`src/rtl/amiga_slot_pkg.sv`:
```
// Shared types and slot-map constants for the colour-clock DMA slot arbiter.
package amiga_slot_pkg;

   typedef enum logic [3:0] {
      IDLE = 4'd0,
      REF  = 4'd1,
      DSK  = 4'd2,
      AUD  = 4'd3,
      SPR  = 4'd4,
      BPL  = 4'd5,
      COP  = 4'd6,
      BLT  = 4'd7,
      CPU  = 4'd8
   } owner_e;

   typedef enum logic [2:0] {
      SLOT_FREE,
      SLOT_REF,
      SLOT_DSK,
      SLOT_AUD,
      SLOT_SPR
   } slot_class_e;

   localparam logic [7:0] REF_FIRST = 8'd1;
   localparam logic [7:0] REF_LAST  = 8'd7;
   localparam logic [7:0] DSK_FIRST = 8'd9;
   localparam logic [7:0] DSK_LAST  = 8'd13;
   localparam logic [7:0] AUD_FIRST = 8'd15;
   localparam logic [7:0] AUD_LAST  = 8'd21;
   localparam logic [7:0] SPR_FIRST = 8'd23;
   localparam logic [7:0] SPR_LAST  = 8'd53;

   localparam int GNT_IDLE = 0;
   localparam int GNT_REF  = 1;
   localparam int GNT_DSK  = 2;
   localparam int GNT_AUD  = 3;
   localparam int GNT_SPR  = 4;
   localparam int GNT_BPL  = 5;
   localparam int GNT_COP  = 6;
   localparam int GNT_BLT  = 7;
   localparam int GNT_CPU  = 8;

   function automatic logic [8:0] owner_to_gnt(input owner_e o);
      logic [8:0] g;
      g = '0;
      case (o)
         REF:     g[GNT_REF] = 1'b1;
         DSK:     g[GNT_DSK] = 1'b1;
         AUD:     g[GNT_AUD] = 1'b1;
         SPR:     g[GNT_SPR] = 1'b1;
         BPL:     g[GNT_BPL] = 1'b1;
         COP:     g[GNT_COP] = 1'b1;
         BLT:     g[GNT_BLT] = 1'b1;
         CPU:     g[GNT_CPU] = 1'b1;
         default: g[GNT_IDLE] = 1'b1;
      endcase
      return g;
   endfunction

endpackage

```
`src/rtl/amiga_slot_map.sv`:
```
// Combinational map from the upcoming slot index to its fixed-slot class and audio channel.
module amiga_slot_map
   import amiga_slot_pkg::*;
(
   input  logic [7:0]  hpos_next,
   output slot_class_e slot_class,
   output logic [1:0]  aud_ch
);

   // Audio slots 15,17,19,21 carry channel (hpos[2:1] + 1) mod 4.
   always_comb begin
      slot_class = SLOT_FREE;
      aud_ch     = hpos_next[2:1] + 2'd1;
      if (hpos_next[0]) begin
         if (hpos_next >= REF_FIRST && hpos_next <= REF_LAST)
            slot_class = SLOT_REF;
         else if (hpos_next >= DSK_FIRST && hpos_next <= DSK_LAST)
            slot_class = SLOT_DSK;
         else if (hpos_next >= AUD_FIRST && hpos_next <= AUD_LAST)
            slot_class = SLOT_AUD;
         else if (hpos_next >= SPR_FIRST && hpos_next <= SPR_LAST)
            slot_class = SLOT_SPR;
      end
   end

endmodule

```
`src/rtl/amiga_slot_arb.sv`:
```
// Colour-clock DMA slot arbiter: one owner per colour-clock slot, held for the whole slot.
// Optional macro SLOT_ARB_BLIT_NICE_EN forces a CPU slot after NICE_LIMIT blitter wins.
module amiga_slot_arb
   import amiga_slot_pkg::*;
#(
   parameter int HPOS_MAX = 226
`ifdef SLOT_ARB_BLIT_NICE_EN
   , parameter int NICE_LIMIT = 3
`endif
)(
   input  logic       clk_28,
   input  logic       reset,
   input  logic       clk7_en,
   input  logic       cck,
   input  logic       line_start,
   input  logic       dsk_en,
   input  logic       spr_en,
   input  logic [3:0] aud_en,
   input  logic       dsk_req,
   input  logic [3:0] aud_req,
   input  logic       spr_req,
   input  logic       bpl_req,
   input  logic       cop_req,
   input  logic       blt_req,
   input  logic       cpu_req,
   output logic       slot_strobe,
   output logic [7:0] hpos,
   output logic [3:0] owner,
   output logic [8:0] gnt
);

   logic        tick;
   logic        line_pend;
   logic [7:0]  hpos_next;
   logic [1:0]  aud_ch;
   logic        blt_yield;
   slot_class_e slot_class;
   owner_e      owner_q;
   owner_e      owner_next;

   assign tick = clk7_en & cck;

   amiga_slot_map u_map (
      .hpos_next  (hpos_next),
      .slot_class (slot_class),
      .aud_ch     (aud_ch)
   );

   always_comb begin
      if (line_start || line_pend || hpos == HPOS_MAX[7:0])
         hpos_next = 8'd0;
      else
         hpos_next = hpos + 8'd1;
   end

`ifdef SLOT_ARB_BLIT_NICE_EN
   logic [1:0] nice_cnt;

   assign blt_yield = cpu_req && (nice_cnt == NICE_LIMIT[1:0]);

   // Counts back-to-back blitter wins while the CPU waits; saturates at the limit.
   always_ff @(posedge clk_28) begin
      if (reset)
         nice_cnt <= 2'd0;
      else if (tick) begin
         if (!cpu_req || owner_next == CPU)
            nice_cnt <= 2'd0;
         else if (owner_next == BLT && nice_cnt != NICE_LIMIT[1:0])
            nice_cnt <= nice_cnt + 2'd1;
      end
   end
`else
   assign blt_yield = 1'b0;
`endif

   // Fixed slots win when their DMA is ready; anything else falls to the free chain.
   always_comb begin
      owner_next = IDLE;
      if (bpl_req)
         owner_next = BPL;
      else if (cop_req && !hpos_next[0])
         owner_next = COP;
      else if (blt_req && !blt_yield)
         owner_next = BLT;
      else if (cpu_req)
         owner_next = CPU;

      case (slot_class)
         SLOT_REF: owner_next = REF;
         SLOT_DSK: if (dsk_en && dsk_req) owner_next = DSK;
         SLOT_AUD: if (aud_en[aud_ch] && aud_req[aud_ch]) owner_next = AUD;
         SLOT_SPR: if (spr_en && spr_req && !bpl_req) owner_next = SPR;
         default:  ;
      endcase
   end

   // A line_start between ticks is remembered until the next tick consumes it.
   always_ff @(posedge clk_28) begin
      if (reset) begin
         hpos        <= 8'd0;
         owner_q     <= IDLE;
         slot_strobe <= 1'b0;
         line_pend   <= 1'b0;
      end else begin
         slot_strobe <= tick;
         if (line_start)
            line_pend <= 1'b1;
         if (tick) begin
            hpos      <= hpos_next;
            owner_q   <= owner_next;
            line_pend <= 1'b0;
         end
      end
   end

   assign owner = owner_q;
   assign gnt   = owner_to_gnt(owner_q);

endmodule

```
`config.mk`:
```
export PLATFORM = sky130hd
export DESIGN_NAME = amiga_slot_arb
export DESIGN_NICKNAME = d
export VERILOG_FILES = /design/src/rtl/amiga_slot_pkg.sv /design/src/rtl/amiga_slot_map.sv /design/src/rtl/amiga_slot_arb.sv
export SDC_FILE = /design/constraint.sdc
export NUM_CORES = 1
export LEC_CHECK = 0
export CAP_MARGIN = 30
export CORE_AREA = 2 2 64 66
export CTS_CLUSTER_SIZE = 10
export DETAILED_ROUTE_END_ITERATION = 6
export DIE_AREA = 0 0 66 68
export GPL_TIMING_DRIVEN = 0
export PLACE_DENSITY = 0.64
export SLEW_MARGIN = 15
export SYNTH_ARGS = -nofsm -noshare
export SYNTH_HDL_FRONTEND = slang
export SYNTH_HIERARCHICAL = 1
export SYNTH_SLANG_ARGS = --single-unit
export TNS_END_PERCENT = 1
```
`constraint.sdc`:
```
create_clock -name clk_28 -period 3.02 [get_ports clk_28]
set_input_delay 0.604 -clock clk_28 [delete_from_list [all_inputs] [get_ports clk_28]]
set_output_delay 0.604 -clock clk_28 [all_outputs]
set_load 0.01 [all_outputs]
```
==> results_dict.tcl <==
set metrics [dict create \
    outcome "complete, no violations" \
    num-fill-cells 404 \
    htree_num_levels 1 \
    clock_skew_ps 3.63 \
    crit_path_max_fanout 8 \
    internal_power_mw 0.360 \
    utilization_pct 43.8 \
    power.total_mw 0.474 \
    syn_inst 142 \
    grt_usage_pct 13.0 \
    drtAntennaViolNets 0 \
    critical_path_arrival_ps 2990 \
    holdBufCountCts 0 \
    die_area_sq_mm 0.00449 \
    final_max_slew_viol_count 0 \
    ys_seq_elements 14 \
    cts_tree "yes" \
    clk_path_buf_depth 2 \
    fin_hold_ws_ps 528 \
    die_w_um 66 \
    share_comb_of_total_power_pct 20.2 \
    clock-sinks 14 \
    layout.cells.most_common_list "42 x clkdlybuf4s50_1, 13 x nand2_1, 13 x dfxtp_1, 12 x nor2_1, 12 x a21oi_1" \
    antenna_found_initial 0 \
    grt_setup_unrepaired "no" \
    start_util_pct 28.4 \
    p_leak_nw 0.583 \
    syn_area_sq_mm 0.00109 \
    syn_nets 165 \
    path_clk_slew_ps 60 \
    post_drt_wl_per_cell_um 11.7 \
    drive_gt1_share_pct 14.7 \
    register_area_sq_um 282 \
    drtIter0Drc 35 \
    max_freq_mhz 355 \
    dr.pass1.iters 4 \
    cap_violations 0 \
    setup_viol 0 \
    grt_max_degree 11 \
    crit_type "input pin to flip-flop" \
    power_frac_seq_pct 41.3 \
    hold_class "flip-flop to flip-flop" \
    multiInputGateArea_sq_um 810 \
    switching_share_pct 24.0 \
    slew_headroom_pct 55.2 \
    n_antenna_cell 0 \
    clock_latency_ps 240 \
    hold_violations 0 \
    p_per_area_mw_per_mm2 281 \
    coreArea_sq_mm 0.00386 \
    clock-root-buffer "clkbuf_8" \
    die_h_um 68 \
    viasPerCell 4.87 \
    routed_wl_um 2810 \
    route.detailed.drc 0 \
    synth_cell_type_count 41 \
    final_cell_area_sq_mm 0.00169 \
    yosysSeqAreaShare_pct 25.6 \
    port_buffers 42 \
    vias 1169 \
    gp_congestion 0.795 \
    overflow 0 \
    area_growth_pct 54.2 \
    io_pins 43 \
    power.switching_mw 0.114 \
    placed_cell_area_sq_mm 0.00158 \
    nNetsFinal 214 \
    finalCriticalPeriod_ps 2820 \
    worstSetupStartpointType "input pin" \
    cts_buffers 3 \
    timing.final.crit_share_pct 93.3 \
    clkPwrFrac_pct 38.5 \
    syn_area_per_cell_sq_um 7.71 \
    cp-end-kind "flip-flop" \
    irDropWorstVdd_v 0.000258 \
    cp.required_ps 3190 \
    grt_pass1_vias 1080 \
    layout_commonest_cell "clkdlybuf4s50_1" \
    grt_pass1_wl_um 4670 \
    placementRows 23 \
    hpwl_um 2200 \
    worst_pin_slew_ps 672 \
    ys_warn_count 6 \
]
final cells by class:
class | count | area share, %
Multi-Input combinational cell | 119 | 48.0
Clock buffer | 4 | 3.26
Timing Repair Buffer | 44 | 25.8
Inverter | 6 | 1.33
Buffer | 3 | 1.26
Sequential cell | 14 | 16.7
Tap cell | 50 | 3.71
state kept, by name (all words and copies together), names as in the netlist:
register / count
hpos: 8
slot_strobe: 1
owner: 4
line_pend: 1
synth_stat cells:
| cell type | instances | area (sq um) |
|---|---|---|
| nand3b_1 | 3 | 22.5 |
| a21o_2 | 2 | 17.5 |
| nand2b_1 | 8 | 50.1 |
| o21ai_2 | 1 | 8.76 |
| xnor2_1 | 6 | 52.6 |
| nand4_1 | 2 | 12.5 |
| nor3b_1 | 1 | 7.51 |
| buf_2 | 2 | 10.0 |
| or2_2 | 1 | 6.26 |
| nand4bb_1 | 2 | 22.5 |
| nor2_1 | 15 | 56.3 |
| buf_6 | 1 | 11.3 |
| a211oi_4 | 1 | 20.0 |
| and3_2 | 2 | 15.0 |
| and4b_4 | 1 | 13.8 |
| nand3_1 | 5 | 25.0 |
| o31ai_1 | 2 | 15.0 |
| ha_1 | 2 | 25.0 |
| and3_1 | 1 | 6.26 |
| and2_1 | 2 | 12.5 |
| o211ai_1 | 1 | 7.51 |
| mux2i_1 | 2 | 20.0 |
| nand4b_1 | 4 | 35.0 |
| nor2b_1 | 1 | 6.26 |
| a22o_1 | 1 | 8.76 |
| nand2_1 | 13 | 48.8 |
| dfxtp_1 | 14 | 280 |
| a21oi_1 | 13 | 65.1 |
| o21a_1 | 2 | 15.0 |
| nor3_1 | 6 | 30.0 |
| o2bb2a_1 | 1 | 10.0 |
| nor3b_2 | 1 | 12.5 |
| a22oi_1 | 1 | 7.51 |
| and4bb_2 | 1 | 12.5 |
| xor2_1 | 2 | 17.5 |
| o21ai_0 | 4 | 20.0 |
| a31oi_1 | 6 | 37.5 |
| o21bai_1 | 1 | 7.51 |
| mux2_2 | 1 | 11.3 |
| a32oi_1 | 1 | 8.76 |
| inv_1 | 6 | 22.5 |
layer usage:
layer | GRT usage, % | vias up | part of all wire (%)
met4 | 1.28 | 0 | 0
met2 | 22.9 | 31 | 45
met1 | 16.6 | 521 | 49
met5 | 0 | - | 0
li1 | - | 617 | -
met3 | 3.78 | 0 | 5.2
metrics by stage:
step	setup slack [ps]	std cells	setup TNS, ps
floorplan	337	142	0
global placement	-371	234	-1070
detailed placement	-368	234	-1000
CTS	46.2	238	0
global route	19.9	240	0
finish	204	240	0
cell families (layout without fill, tap and decap cells):
| logic type | after synthesis | count (layout) | synth area share (%) |
|---|---|---|---|
| AOI/OAI and AO/OA | 37 | 37 | 22.7 |
| xor gates and xnor gates | 8 | 8 | 6.40 |
| adders and majority gates | 2 | 2 | 2.29 |
| buffers and inverters | 9 | 57 | 4.00 |
| DFF | 14 | 14 | 25.6 |
| muxes | 3 | 3 | 2.86 |
| and+or+nand+nor | 69 | 69 | 36.1 |
power groups by stage:
stage          Sequential (mW)  Clock, mW  Combinational (mW)
6_report                 0.196      0.183              0.0959
2_1_floorplan            0.200          0              0.0396
4_1_cts                  0.195      0.189              0.0929
3_5_place_dp             0.199          0              0.0916
3_3_place_gp             0.200          0              0.0909
5_1_grt                  0.196      0.196               0.105
critical path: stages:
cell             delay [ps]
clkdlybuf4s50_1         420
or2_4                   270
a21o_4                  230
nor2_2                  200
a21o_2                  170
nand2_1                  70
mux2i_2                 270
and4bb_2                290
nand3_2                 100
o2bb2a_1                290
o21ai_0                  70
final timing paths:
kind,cells past startpoint,end,slack (ps),from
setup / recovery,11,owner[2],200,line_start
hold / removal,1,hpos[7],530,hpos[7]
setup reg to reg,12,owner[2],240,hpos[1]
hold reg to reg,1,hpos[7],530,hpos[7]
what timing repair did:
item | 4_1_cts | 5_1_grt
hold endpoints to repair | 0 | 0
setup buffers | 0 | 2
pin swaps | 0 | 1
resized for setup | 3 | 8
endpoints found under the setup margin | 1 | 4
(Power assumes the default switching activity.)
